[src/rtl/itu656_pkg.sv]
// itu656_pkg
//   Shared definitions for the BT.656 transmit framer and anything that checks
//   its output: 525/60 default timing constants, counter widths, the timing
//   reference preamble and blanking bytes, the horizontal region type, and
//   helpers for the XY status word and the pixel data clamp.
package itu656_pkg;

  // 525/60 defaults, also handy for a decoder-side checker.
  localparam int H_TOTAL_525  = 1716;
  localparam int H_ACTIVE_525 = 1440;
  localparam int V_TOTAL_525  = 525;
  localparam int V1_END_525   = 19;
  localparam int V2_START_525 = 264;
  localparam int V2_END_525   = 282;
  localparam int F0_START_525 = 4;
  localparam int F1_START_525 = 266;

  localparam int HCNT_W = 11;
  localparam int LINE_W = 10;

  localparam logic [7:0] PREAMBLE_FF = 8'hFF;
  localparam logic [7:0] PREAMBLE_00 = 8'h00;
  localparam logic [7:0] BLANK_EVEN  = 8'h80;
  localparam logic [7:0] BLANK_ODD   = 8'h10;

  // Where the byte counter sits within a line. ACTIVE is only reported on
  // lines that carry picture; active-window bytes of vertical blanking lines
  // are reported as BLANK.
  typedef enum logic [1:0] {
    REG_EAV,
    REG_BLANK,
    REG_SAV,
    REG_ACTIVE
  } h_region_e;

  // Fourth byte of EAV/SAV: fixed 1, F, V, H, then the protection bits.
  function automatic logic [7:0] xy_code(input logic f, input logic v, input logic h);
    return {1'b1, f, v, h, v ^ h, f ^ h, f ^ v, f ^ v ^ h};
  endfunction

  // 00 and FF only ever appear inside timing reference codes.
  function automatic logic [7:0] clamp_pixel(input logic [7:0] b);
    if (b == 8'h00) return 8'h01;
    if (b == 8'hFF) return 8'hFE;
    return b;
  endfunction

  function automatic logic [7:0] blank_byte(input logic odd);
    return odd ? BLANK_ODD : BLANK_EVEN;
  endfunction

endpackage

[src/rtl/itu656_timing.sv]
// itu656_timing
//   Byte and line counters for the BT.656 framer plus everything decoded from
//   them.
//   Ports:
//     clk, rst      byte clock, synchronous active-high reset
//     en            run enable; counters hold while low
//     line          current line number 1..V_TOTAL
//     f, v          field and vertical-blank flags of the current line
//     region        EAV / blank / SAV / active (active only on picture lines)
//     code_pos      byte index 0..3 inside EAV or SAV
//     odd           low bit of the byte counter, selects 80/10 and C/Y
//     request       pixel FIFO read strobe, two bytes ahead of each C/Y pair
//     frame_start   registered pulse alongside the first EAV byte of line 1
module itu656_timing
  import itu656_pkg::*;
#(
  parameter int H_TOTAL  = H_TOTAL_525,
  parameter int H_ACTIVE = H_ACTIVE_525,
  parameter int V_TOTAL  = V_TOTAL_525,
  parameter int V1_END   = V1_END_525,
  parameter int V2_START = V2_START_525,
  parameter int V2_END   = V2_END_525,
  parameter int F0_START = F0_START_525,
  parameter int F1_START = F1_START_525
) (
  input  logic              clk,
  input  logic              rst,
  input  logic              en,
  output logic [LINE_W-1:0] line,
  output logic              f,
  output logic              v,
  output h_region_e         region,
  output logic [1:0]        code_pos,
  output logic              odd,
  output logic              request,
  output logic              frame_start
);

  localparam logic [HCNT_W-1:0] H_LAST    = HCNT_W'(H_TOTAL - 1);
  localparam logic [HCNT_W-1:0] EAV_END   = HCNT_W'(4);
  localparam logic [HCNT_W-1:0] SAV_START = HCNT_W'(H_TOTAL - H_ACTIVE - 4);
  localparam logic [HCNT_W-1:0] ACT_START = HCNT_W'(H_TOTAL - H_ACTIVE);
  localparam logic [HCNT_W-1:0] REQ_FIRST = HCNT_W'(H_TOTAL - H_ACTIVE - 2);
  localparam logic [HCNT_W-1:0] REQ_LAST  = HCNT_W'(H_TOTAL - 4);
  localparam logic [LINE_W-1:0] L_LAST    = LINE_W'(V_TOTAL);
  localparam logic [LINE_W-1:0] L_V1_END  = LINE_W'(V1_END);
  localparam logic [LINE_W-1:0] L_V2_BEG  = LINE_W'(V2_START);
  localparam logic [LINE_W-1:0] L_V2_END  = LINE_W'(V2_END);
  localparam logic [LINE_W-1:0] L_F0_BEG  = LINE_W'(F0_START);
  localparam logic [LINE_W-1:0] L_F1_BEG  = LINE_W'(F1_START);

  logic [HCNT_W-1:0] hcnt;

  always_ff @(posedge clk) begin
    if (rst) begin
      hcnt        <= '0;
      line        <= LINE_W'(1);
      frame_start <= 1'b0;
    end else begin
      frame_start <= en && (hcnt == '0) && (line == LINE_W'(1));
      if (en) begin
        if (hcnt == H_LAST) begin
          hcnt <= '0;
          line <= (line == L_LAST) ? LINE_W'(1) : line + LINE_W'(1);
        end else begin
          hcnt <= hcnt + HCNT_W'(1);
        end
      end
    end
  end

  always_comb begin
    f   = (line >= L_F1_BEG) || (line < L_F0_BEG);
    v   = (line <= L_V1_END) || ((line >= L_V2_BEG) && (line <= L_V2_END));
    odd = hcnt[0];

    region   = REG_BLANK;
    code_pos = hcnt[1:0];
    if (hcnt < EAV_END) begin
      region = REG_EAV;
    end else if ((hcnt >= SAV_START) && (hcnt < ACT_START)) begin
      region   = REG_SAV;
      // Modulo-4 offset from the SAV start, so SAV need not be 4-aligned.
      code_pos = hcnt[1:0] - SAV_START[1:0];
    end else if ((hcnt >= ACT_START) && !v) begin
      region = REG_ACTIVE;
    end

    // Even counts only: each request fetches the word for the pair starting
    // two bytes later. Reset is folded in so the strobe drops immediately.
    request = en && !rst && !v && !hcnt[0] && (hcnt >= REQ_FIRST) && (hcnt <= REQ_LAST);
  end

endmodule

[src/rtl/itu656_tx_framer.sv]
// itu656_tx_framer
//   BT.656 transmitter: turns a 16-bit 4:2:2 word stream from the frame-buffer
//   read FIFO into the 8-bit 27 MHz byte stream with EAV/SAV codes and 80/10
//   blanking fill.
//   Ports:
//     iCLK_27       byte clock
//     iRST          synchronous active-high reset
//     iEN           run enable; low freezes position and sends 80/10 fill
//     iYCbCr        [15:8] Y, [7:0] Cb or Cr, in the order the FIFO holds them
//     iDVAL         word valid, captured the cycle after oRequest
//     oRequest      one-word FIFO read strobe
//     oTD_DATA      registered BT.656 byte
//     oLINE         current line 1..V_TOTAL
//     oFIELD        current F bit
//     oFRAME_START  pulse alongside the first EAV byte of line 1
//     oUNDERFLOW    sticky: a needed word arrived without iDVAL
module itu656_tx_framer
  import itu656_pkg::*;
#(
  parameter int H_TOTAL  = H_TOTAL_525,
  parameter int H_ACTIVE = H_ACTIVE_525,
  parameter int V_TOTAL  = V_TOTAL_525,
  parameter int V1_END   = V1_END_525,
  parameter int V2_START = V2_START_525,
  parameter int V2_END   = V2_END_525,
  parameter int F0_START = F0_START_525,
  parameter int F1_START = F1_START_525
) (
  input  logic              iCLK_27,
  input  logic              iRST,
  input  logic              iEN,
  input  logic [15:0]       iYCbCr,
  input  logic              iDVAL,
  output logic              oRequest,
  output logic [7:0]        oTD_DATA,
  output logic [LINE_W-1:0] oLINE,
  output logic              oFIELD,
  output logic              oFRAME_START,
  output logic              oUNDERFLOW
);

  logic [LINE_W-1:0] line;
  logic              f, v, odd, request, frame_start;
  h_region_e         region;
  logic [1:0]        code_pos;

  logic       req_d, sample_ok, underflow, fill_odd;
  logic [7:0] sample_y, sample_c, next_byte, td;

  itu656_timing #(
    .H_TOTAL (H_TOTAL),  .H_ACTIVE(H_ACTIVE), .V_TOTAL (V_TOTAL),
    .V1_END  (V1_END),   .V2_START(V2_START), .V2_END  (V2_END),
    .F0_START(F0_START), .F1_START(F1_START)
  ) u_timing (
    .clk(iCLK_27), .rst(iRST), .en(iEN),
    .line(line), .f(f), .v(v), .region(region), .code_pos(code_pos),
    .odd(odd), .request(request), .frame_start(frame_start)
  );

  // The FIFO answers one cycle after the strobe, so capture follows the
  // delayed strobe rather than the counter; a word requested just before iEN
  // drops is still caught and replayed when the line resumes. The Cb/Cr
  // alternation is carried by the FIFO word order, so no local phase is kept.
  always_ff @(posedge iCLK_27) begin
    if (iRST) begin
      req_d     <= 1'b0;
      sample_ok <= 1'b0;
      sample_y  <= 8'h00;
      sample_c  <= 8'h00;
      underflow <= 1'b0;
      fill_odd  <= 1'b0;
      td        <= BLANK_ODD;
    end else begin
      req_d <= request;
      if (req_d) begin
        sample_y  <= iYCbCr[15:8];
        sample_c  <= iYCbCr[7:0];
        sample_ok <= iDVAL;
        if (!iDVAL) underflow <= 1'b1;
      end
      // While paused the counter is frozen, so fill parity runs on its own
      // toggle, restarting at 80 on every pause.
      fill_odd <= iEN ? 1'b0 : ~fill_odd;
      td       <= next_byte;
    end
  end

  // Pair starts fall on even counts, so the low count bit picks C then Y.
  always_comb begin
    next_byte = blank_byte(odd);
    if (!iEN) begin
      next_byte = blank_byte(fill_odd);
    end else begin
      case (region)
        REG_EAV, REG_SAV: begin
          case (code_pos)
            2'd0:    next_byte = PREAMBLE_FF;
            2'd3:    next_byte = xy_code(f, v, region == REG_EAV);
            default: next_byte = PREAMBLE_00;
          endcase
        end
        REG_ACTIVE: begin
          if (sample_ok) next_byte = clamp_pixel(odd ? sample_y : sample_c);
        end
        default: next_byte = blank_byte(odd);
      endcase
    end
  end

  assign oRequest     = request;
  assign oTD_DATA     = td;
  assign oLINE        = line;
  assign oFIELD       = f;
  assign oFRAME_START = frame_start;
  assign oUNDERFLOW   = underflow;

endmodule

[config.mk]
export PLATFORM = sky130hd
export DESIGN_NAME = itu656_tx_framer
export DESIGN_NICKNAME = d
export VERILOG_FILES = /design/src/rtl/itu656_pkg.sv /design/src/rtl/itu656_timing.sv /design/src/rtl/itu656_tx_framer.sv
export SDC_FILE = /design/constraint.sdc
export NUM_CORES = 1
export LEC_CHECK = 0
export ABC_CLOCK_PERIOD_IN_PS = 2100
export CELL_PAD_IN_SITES_DETAIL_PLACEMENT = 0
export CELL_PAD_IN_SITES_GLOBAL_PLACEMENT = 1
export CORE_MARGIN = 2
export CORE_UTILIZATION = 30
export DETAILED_ROUTE_END_ITERATION = 6
export DONT_BUFFER_PORTS = 1
export MAX_ROUTING_LAYER = met4
export PLACE_DENSITY_LB_ADDON = 0.1
export SYNTH_ARGS = -nofsm -noshare
export SYNTH_HDL_FRONTEND = slang
export SYNTH_SLANG_ARGS = --single-unit
[constraint.sdc]
create_clock -name iCLK_27 -period 2.1 [get_ports iCLK_27]
set_input_delay 0.105 -clock iCLK_27 [delete_from_list [all_inputs] [get_ports iCLK_27]]
set_output_delay 0.105 -clock iCLK_27 [all_outputs]
set_load 0.05 [all_outputs]
Yosys cells after proc, flatten, opt, wreduce, memory -nomap -nowiden
Index checks and enable logic that the tools add are counted.
- add/sub/neg operators: 2
- multiply operators: 0
- div/mod/pow operators: 0
- $lt $le $gt $ge: 11
- eq/ne operators: 7
- shifts and indexed selects: 0
- mux-type cells: 25
- bitwise logic cells: 6
- reductions and logical operators: 23
- operator list (operator ; count):
    $mux 8 ; 9
    $ge 11x9->1 const B ; 3
    $pmux 8 s2 ; 2
    $ge 10x9->1 const B ; 2
    $add 11x1->11 const B ; 1
    $eq 11x11->1 const B ; 1
    $le 11x11->1 const B ; 1
    $logic_not 11->1 ; 1
    $lt 11x3->1 const B ; 1
    $lt 11x9->1 const B ; 1
    $mux 11 ; 1
    $add 10x1->10 const B ; 1
    $eq 10x1->1 const B ; 1
    $eq 10x10->1 const B ; 1
    $le 10x5->1 const B ; 1
    $le 10x9->1 const B ; 1
    $logic_and 1x1->1 ; 10
    $lt 10x3->1 const B ; 1
    $mux 10 ; 1
    $mux 1 ; 9
    $eq 8x8->1 const B ; 1
    $logic_not 8->1 ; 1
    $eq 2x2->1 const B ; 3
    $mux 2 ; 3
    other kinds (7) ; 17
- flip-flop bits (word level): 50
- latch bits: 0
- bits in writable memories: 0
- memory bits (read-only): 0
- bits of input ports: 20
- output and inout bits: 22
- word-level logic and storage cells: 84
- memories kept: 0

Depth between registers and ports, before layout
Gate-level depths: netlist (run 1).
- depth after elaboration: 20
- mapped depth: 8
- gate-level depth less buffers: 7

By module
A second synthesis (run 1) with hierarchy kept.
- cells, all modules: 304
- area total of the unflattened synthesis: 2646.3 µm²
- by module, submodules not included (module ; instances ; cells an instance ; area an instance (µm²) ; sequential area each (µm²)):
    itu656_timing ; 1 ; 171 ; 1370.1 ; 440.4
    itu656_tx_framer ; 1 ; 133 ; 1276.2 ; 560.5

Worst setup path before layout (run 1)
No wires, ideal clock.
- path kind: reg2out
- from: reg u_timing.hcnt[7]
- to: out oRequest
- arrival: 2.529 ns
- data required time: 1.995 ns
- path slack: -0.534 ns
- stages on the path, launching flop included: 6
- cells stage by stage: dfxtp_1 or3b_1 nor3_1 a21oi_1 or3_1 nor3_1
- longest elaborated chain between the ends: 3
- ends and longest elaborated chain (what ; line ; text):
    start, declared ; itu656_timing.sv:52 ; logic [HCNT_W-1:0] hcnt;
    start signal, assigned ; itu656_timing.sv:66 ; hcnt <= hcnt + HCNT_W'(1);
    $ge 11x9->1 ; itu656_timing.sv:91 ; request = en && !rst && !v && !hcnt[0] && (hcnt >= REQ_FIRST) && (hcnt <= REQ_LAST);
    $logic_and 1x1->1 ; itu656_timing.sv:91 ;
    $logic_and 1x1->1 (*) ; itu656_timing.sv:91 ;
    end, declared ; itu656_tx_framer.sv:34 ; output logic oRequest,
Every way passes the cells marked *; elsewhere a longest branch is shown, timed or not.

Worst setup path in the final report (run 1)
Ends and elaborated chain as after synthesis.

==> reports/summary.txt, run 1 <==
Status - finished clean
Count of state elements after synthesis - 50
Worst supply voltage drop on vdd - 0.2495 mV
Number of design rule violations left after detail routing - 0
Post-layout min period - 2.090 ns
Post-synth top cells - sky130_fd_sc_hd__dfxtp_1 (50), sky130_fd_sc_hd__nor2_1 (49), sky130_fd_sc_hd__mux2i_1 (18)
Clock latency reported for the late side of the worst-skew pair - 0.31 ns
Cell at the root of the clock tree - sky130_fd_sc_hd__clkbuf_8
I/O Pins - 42
Final wirelength - 6844 um
Die outline area - 9466 sq um
Iteration-0 DRC Markers - 80
Overall global routing resource usage - 0.1519
Top cells by area in the synthesized netlist - sky130_fd_sc_hd__dfxtp_1 (38%), sky130_fd_sc_hd__nor2_1 (7.0%), sky130_fd_sc_hd__mux2i_1 (6.9%)
Worst Hold Class - in2reg
Length in cells of the worst reg-to-reg path - 7
Cell type contributing the most total cell area after synthesis - sky130_fd_sc_hd__dfxtp_1
Synthesized area divided by synthesized cell count - 8.423 sq um
Maximum level of the CTS H-tree - 2
Placed instance count - 431
Area after detailed placement - 2914 sq um
Design area - 3284 sq um
Vias in the first global route - 2283
Post-Synthesis Net Count - 335
Pwr dens - 541.6 nW/um^2
Post-Synth Adder-Cell Area - 0.02396
Number of clock sinks seen by CTS - 50
Routed wire per std cell - 14.85 um
Tightest Pin Transition - 0.8421 ns
Data required time at the worst endpoint - 2.00 ns
Layout Cells excl Fill - 461
Post-route fraction of the period consumed by the critical path - 0.9955
Critical Setup Path Class - reg2out
Largest net degree at the start of global routing - 23
Die Span Y - 97.30 um
Routed via count divided by cell count - 4.933
Effective utilization at floorplan - 0.3039
Netlist area before placement - 2611 sq um
Leakage power summed over all cells - 1.270 nW
Compound-gate portion of the synthesized area - 0.1529
Global route total overflow - 0
Number of cell rows - 34
Largest driver fanout on the critical path - 4
Half-perimeter wire length after placement - 5090 um
Wire length of the first global-routing pass - 11500 um
Core area - 8593 sq um
Hold violation count in the final report - 0
CP endpoint kind - output pin
Number of antenna violations at the first check in global routing - 0
Post-synthesis sequential area ratio - 0.3833
Synth Warn # - 0
Synthesized instance count - 310
Share of cells above drive strength 1 - 0.1841
Peak clock frequency supported by timing - 0.4784 GHz
Detailed Routing Iterations Pass 1 - 4
Via total after detailed routing - 2274
Most common cell in the synthesized netlist - sky130_fd_sc_hd__dfxtp_1
Net count, final - 377
Setup slack at placement - 0.1050 ns
Number of enable flip-flop cells after synthesis - 0
Number of antenna cells inserted - 0
Number of max-slew violations in the final report - 0
RSZ-0062 raised after global routing - true
Post-synth cell types - 51
Combinational family with the most area after synthesis - simple AND/OR/NAND/NOR gates
Clock-pin slew on the worst setup and hold paths - 0.10 ns
Total power consumption of the routed design - 1.779 mW
Final core utilization - 0.3822
Count of maximum capacitance violations - 0
Number of input and output port buffers inserted - 0
Layout overhead on the synthesized area - 25.78%
Count of nets left with antenna violations after detail routing - 0
Number of CTS-inserted buffers - 5
Share of synthesized area spent on multiplexers - 0.08625
Type of origin of the critical path - flop
Post-Synth Simple-Gate Area - 0.2616
Relative slew margins - 0.4367
Worst path setup slack after routing - 0.009530 ns
Worst-case clock buffer depth - 2
Data arrival, critical path - 1.99 ns
Synth top area share - 0.3833
Largest clock skew in the final design - 0.008816 ns
Xor-xnor portion of the synthesized cell area - 0.05367
Weighted congestion at the end of routability-driven global placement - 0.7596
CTS tree - yes
Count of endpoints failing setup in the final report - 0
Hold Crit Depth - 3
Main synth FF type - sky130_fd_sc_hd__dfxtp_1
Asr flop ratio synth - 0
Die width - 97.30 um
## state kept, by name (all words and copies together), names as in the netlist
signal                cells
fill_odd                  1
oTD_DATA                  8
oUNDERFLOW                1
req_d                     1
sample_c                  8
sample_ok                 1
sample_y                  8
u_timing.frame_start      1
u_timing.hcnt            11
u_timing.line            10
## cell families after synthesis
kind of cell | Yosys count
AOI/OAI and AO/OA | 60
muxes | 22
buffers and inverters | 26
xor gates and xnor gates | 16
DFF | 50
and+or+nand+nor | 131
adders and majority gates | 5
## power by group
group / internal, mW / switching, mW / leakage (nW) / total, mW
registers: 0.965 / 0.0628 / 0.409 / 1.03
clock network: 0.235 / 0.348 / 0.0441 / 0.583
logic: 0.0862 / 0.0814 / 0.817 / 0.168
total: 1.29 / 0.492 / 1.27 / 1.78
## critical path, stage by stage (launching register included)
cell	delay [ns]
sky130_fd_sc_hd__dfxtp_4	0.39
sky130_fd_sc_hd__or3b_4	0.41
sky130_fd_sc_hd__nor3_4	0.13
sky130_fd_sc_hd__a21oi_1	0.08
sky130_fd_sc_hd__or3_4	0.35
sky130_fd_sc_hd__nor3_4	0.15
sky130_fd_sc_hd__buf_12	0.16
## layout by cell type, fill, tap and decap left out, drive strengths merged, types with 3 or more instances in the layout
| cell | n |
|---|---|
| a211o | 3 |
| a21oi | 15 |
| a22oi | 3 |
| a31o | 3 |
| a31oi | 6 |
| and2 | 6 |
| buf | 28 |
| clkbuf | 5 |
| dfxtp | 50 |
| dlygate4sd3 | 20 |
| ha | 5 |
| inv | 13 |
| mux2 | 4 |
| mux2i | 18 |
| nand2 | 16 |
| nand2b | 4 |
| nand3 | 14 |
| nand4 | 6 |
| nor2 | 49 |
| nor2b | 4 |
| nor3 | 10 |
| nor4 | 7 |
| o211ai | 3 |
| o21ai | 11 |
| o21bai | 3 |
| or3 | 5 |
| xnor2 | 6 |
| xor2 | 10 |
## through the flow
step	hold WS, ns	TNS [ns]
6_report	0.02064	0
5_1_grt	0.02071	-0.05347
4_1_cts	0.01498	-0.009489
3_5_place_dp	0.1878	0
3_3_place_gp	0.1834	0
2_1_floorplan	0.2518	0
## path summary, 6_finish.rpt
| kind | end | startpoint | slack (ns) |
|---|---|---|---|
| hold reg to reg | sample_y[3] | sample_y[3] | 0.50 |
| hold / removal | u_timing.hcnt[3] | iEN | 0.02 |
| setup reg to reg | u_timing.hcnt[1] | u_timing.hcnt[7] | 0.16 |
| setup / recovery | oRequest | u_timing.hcnt[7] | 0.01 |
## repair_timing
| action | CTS | global route |
|---|---|---|
| gates resized for setup | 14 | 3 |
| buffers inserted | 2 | 0 |
| hold endpoints to repair | 22 | 0 |
| hold buffers | 20 | 0 |
| setup endpoints to repair | 1 | 2 |
## routing by layer
metal / routed length (um) / GRT usage / up-vias
li1: - / - / 1185
met5: 0 / - / -
met1: 3632 / 0.2152 / 1049
met2: 2949 / 0.2276 / 33
met4: 61 / 0.03846 / 0
met3: 200 / 0.02446 / 7
## final cells by class
type	instances	area [sq um]
Fill cell	915	5309
Tap cell	108	135.1
Timing Repair Buffer	48	422.9
Multi-Input combinational cell	234	1575
Inverter	13	48.80
Clock buffer	5	68.82
Sequential cell	50	1012
Clock inverter	3	21.27
No activity file was read; power rests on OpenSTA's default activity.
==> run 2: changes to the inputs <==
--- a/config.mk
+++ b/config.mk
@@ -9,7 +9,7 @@
 export CELL_PAD_IN_SITES_DETAIL_PLACEMENT = 0
 export CELL_PAD_IN_SITES_GLOBAL_PLACEMENT = 1
 export CORE_MARGIN = 2
-export CORE_UTILIZATION = 30
+export CORE_UTILIZATION = 45
 export DETAILED_ROUTE_END_ITERATION = 6
 export DONT_BUFFER_PORTS = 1
 export MAX_ROUTING_LAYER = met4
==> run 2 against run 1 <==
  * The run now ends with negative setup slack left
  * Critical path depth unchanged
  * Non-clock buffer count increased by 7
  * Worst hold slack improved by 0.014 ns
  * Critical endpoint unchanged
  * Highest routed layer unchanged
==> reports/summary.txt, run 2 (synthesis gave the netlist of run 1 again) <==
Commonest non-fill, non-tap cell in the layout - sky130_fd_sc_hd__nor2_1
Number of cell rows - 27
GRT met1 Usage - 0.2924
Registers with the most flip-flops - u_timing.hcnt (11), u_timing.line (10)
Largest clock skew in the final design - 0.004230 ns
Post-layout min period - 2.149 ns
Crit Reg-Reg Startpoint - u_timing.hcnt[5]
Number of clock sinks seen by CTS - 50
Largest Register - u_timing.hcnt
Reg-to-reg setup timing slack - 0.10 ns
Share of total power in combinational logic - 0.099
Routed wire per std cell - 14.82 um
Die Span Y - 80.18 um
Worst-case clock buffer depth - 2
Worst path setup slack after routing - -0.04906 ns
Leading cell types in the layout, fill and taps excluded - sky130_fd_sc_hd__nor2_1 (49), sky130_fd_sc_hd__dfxtp_1 (43), sky130_fd_sc_hd__buf_4 (33), sky130_fd_sc_hd__dlygate4sd3_1 (20), sky130_fd_sc_hd__mux2i_1 (18)
Count of nets left with antenna violations after detail routing - 0
Overall global routing resource usage - 0.2103
Switching share of total power - 0.2682
Type of origin of the critical path - flop
RSZ-0062 raised after global routing - true
Highest-utilization routing layer at the global route stage - met2
Data required time at the worst endpoint - 2.00 ns
Pwr dens - 527.7 nW/um^2
Half-perimeter wire length after placement - 4541 um
Number of flip-flops under the largest register name - 11
Switching power summed over all nets - 0.4683 mW
Status - finished, violations left
Die width - 80.18 um
Hold Crit Depth - 3
Startpoint of the tightest hold check path - iEN
Setup slack at placement - 0.09676 ns
Design area - 3309 sq um
Share of cells above drive strength 1 - 0.2006
Iteration-0 DRC Markers - 88
Count of maximum capacitance violations - 0
Weighted congestion at the end of routability-driven global placement - 0.8225
Violations in the final reports - negative setup slack
Largest net degree at the start of global routing - 23
Final wirelength - 6386 um
Layout overhead on the synthesized area - 26.74%
Filler instances - 526
Number of antenna cells inserted - 0
Tightest Pin Transition - 0.8657 ns
Min-Delay Endpoint - u_timing.hcnt[3]
Global Route met3 Usage - 0.03820
Global route total overflow - 0
Detailed Routing Iterations Pass 1 - 5
Number of max-slew violations in the final report - 0
Footprint of the multi-input gates - 1579 sq um
Worst supply voltage drop on vdd - 0.3812 mV
CP endpoint kind - output pin
Number of antenna violations at the first check in global routing - 0
Data arrival, critical path - 2.04 ns
Via total after detailed routing - 2333
FF-to-FF End - oTD_DATA[4]
Leakage power summed over all cells - 1.307 nW
Count of endpoints failing setup in the final report - 1
Maximum level of the CTS H-tree - 2
Final worst hold slack - 0.03490 ns
Effective utilization at floorplan - 0.4713
Die outline area - 6428 sq um
Sequential share of power - 0.585
Post-route fraction of the period consumed by the critical path - 1.023
Number of CTS-inserted buffers - 5
Worst Hold Class - in2reg
Cell at the root of the clock tree - sky130_fd_sc_hd__clkbuf_8
M2 GR Usage - 0.3125
Critical Setup Path Class - reg2out
Power share of the clock group - 0.316
Hold violation count in the final report - 0
Area after detailed placement - 2884 sq um
Total area of sequential cells - 1020 sq um
Clock-pin slew on the worst setup and hold paths - 0.09 ns
Routed via count divided by cell count - 5.413
Internal power contribution - 1.278 mW
Wire length of the first global-routing pass - 10350 um
Peak clock frequency supported by timing - 0.4653 GHz
I/O Pins - 42
Relative slew margins - 0.4210
Length in cells of the worst reg-to-reg path - 9
Net count, final - 384
Clock latency reported for the late side of the worst-skew pair - 0.30 ns
Number of design rule violations left after detail routing - 0
Number of input and output port buffers inserted - 0
Core area - 5540 sq um
Largest driver fanout on the critical path - 3
Vias in the first global route - 2186
CTS tree - yes
Setup tns final - -0.04906 ns
==> run 2: worst max path at each step <==
stage / slack, ns / to / start
after floorplan: 0.03 / oTD_DATA[2] / u_timing.line[4]
after global placement: 0.15 / oRequest / u_timing.hcnt[7]
after detailed placement: 0.1 / oRequest / u_timing.hcnt[7]
after CTS: -0.04 / oRequest / u_timing.hcnt[7]
after global routing: -0.13 / oRequest / u_timing.hcnt[7]
final: -0.05 / oRequest / u_timing.hcnt[7]
==> run 2: per-stage QoR <==
step | cells | util | power [mW]
final | 431 | 0.5973 | 1.746
after floorplan | 310 | - | 1.146
after detailed placement | 397 | 0.5206 | 1.180
after CTS | 426 | 0.5876 | 1.774
after global placement | 397 | 0.5206 | 1.182
after global routing | 431 | 0.5973 | 1.819
==> run 2: critical path: stages, from the launching register on <==
cell                      delay, ns
sky130_fd_sc_hd__dfxtp_4       0.37
sky130_fd_sc_hd__or3b_4        0.41
sky130_fd_sc_hd__nor3_4        0.13
sky130_fd_sc_hd__a21oi_1       0.08
sky130_fd_sc_hd__or3_4         0.35
sky130_fd_sc_hd__nor3_4        0.22
sky130_fd_sc_hd__buf_12        0.16
==> run 2: area by class of cell <==
type / instances / area share
clock buffer: 5 / 0.02079
multi-input combinational: 234 / 0.4771
clock inverter: 2 / 0.004537
timing repair buffer: 55 / 0.1474
inverter: 13 / 0.01474
tap: 72 / 0.02722
sequential: 50 / 0.3081
==> run 2: power groups by stage <==
stage | combinational [mW] | sequential (mW) | clock (mW)
detailed placement | 0.131 | 1.05 | 0
global placement | 0.132 | 1.05 | 0
global route | 0.188 | 1.02 | 0.607
finish | 0.172 | 1.02 | 0.552
CTS | 0.171 | 1.02 | 0.578
floorplan | 0.0971 | 1.05 | 0
==> run 2: what timing repair did <==
| action | 4_1_cts | 5_1_grt |
|---|---|---|
| pin swaps | 2 | 3 |
| hold buffers | 20 | 0 |
| gates resized for setup | 15 | 5 |
| endpoints found under the setup margin | 1 | 2 |
| gates cloned | 0 | 0 |
| setup buffers | 2 | 5 |
| endpoints found under the hold margin | 22 | 0 |
==> run 2: metal layers <==
| layer | wire [um] | part of all wire | vias up |
|---|---|---|---|
| li1 | - | - | 1195 |
| met1 | 3201 | 0.50 | 1072 |
| met2 | 2837 | 0.44 | 59 |
| met3 | 277 | 0.043 | 7 |
| met4 | 69 | 0.011 | 0 |
| met5 | 0 | 0 | - |
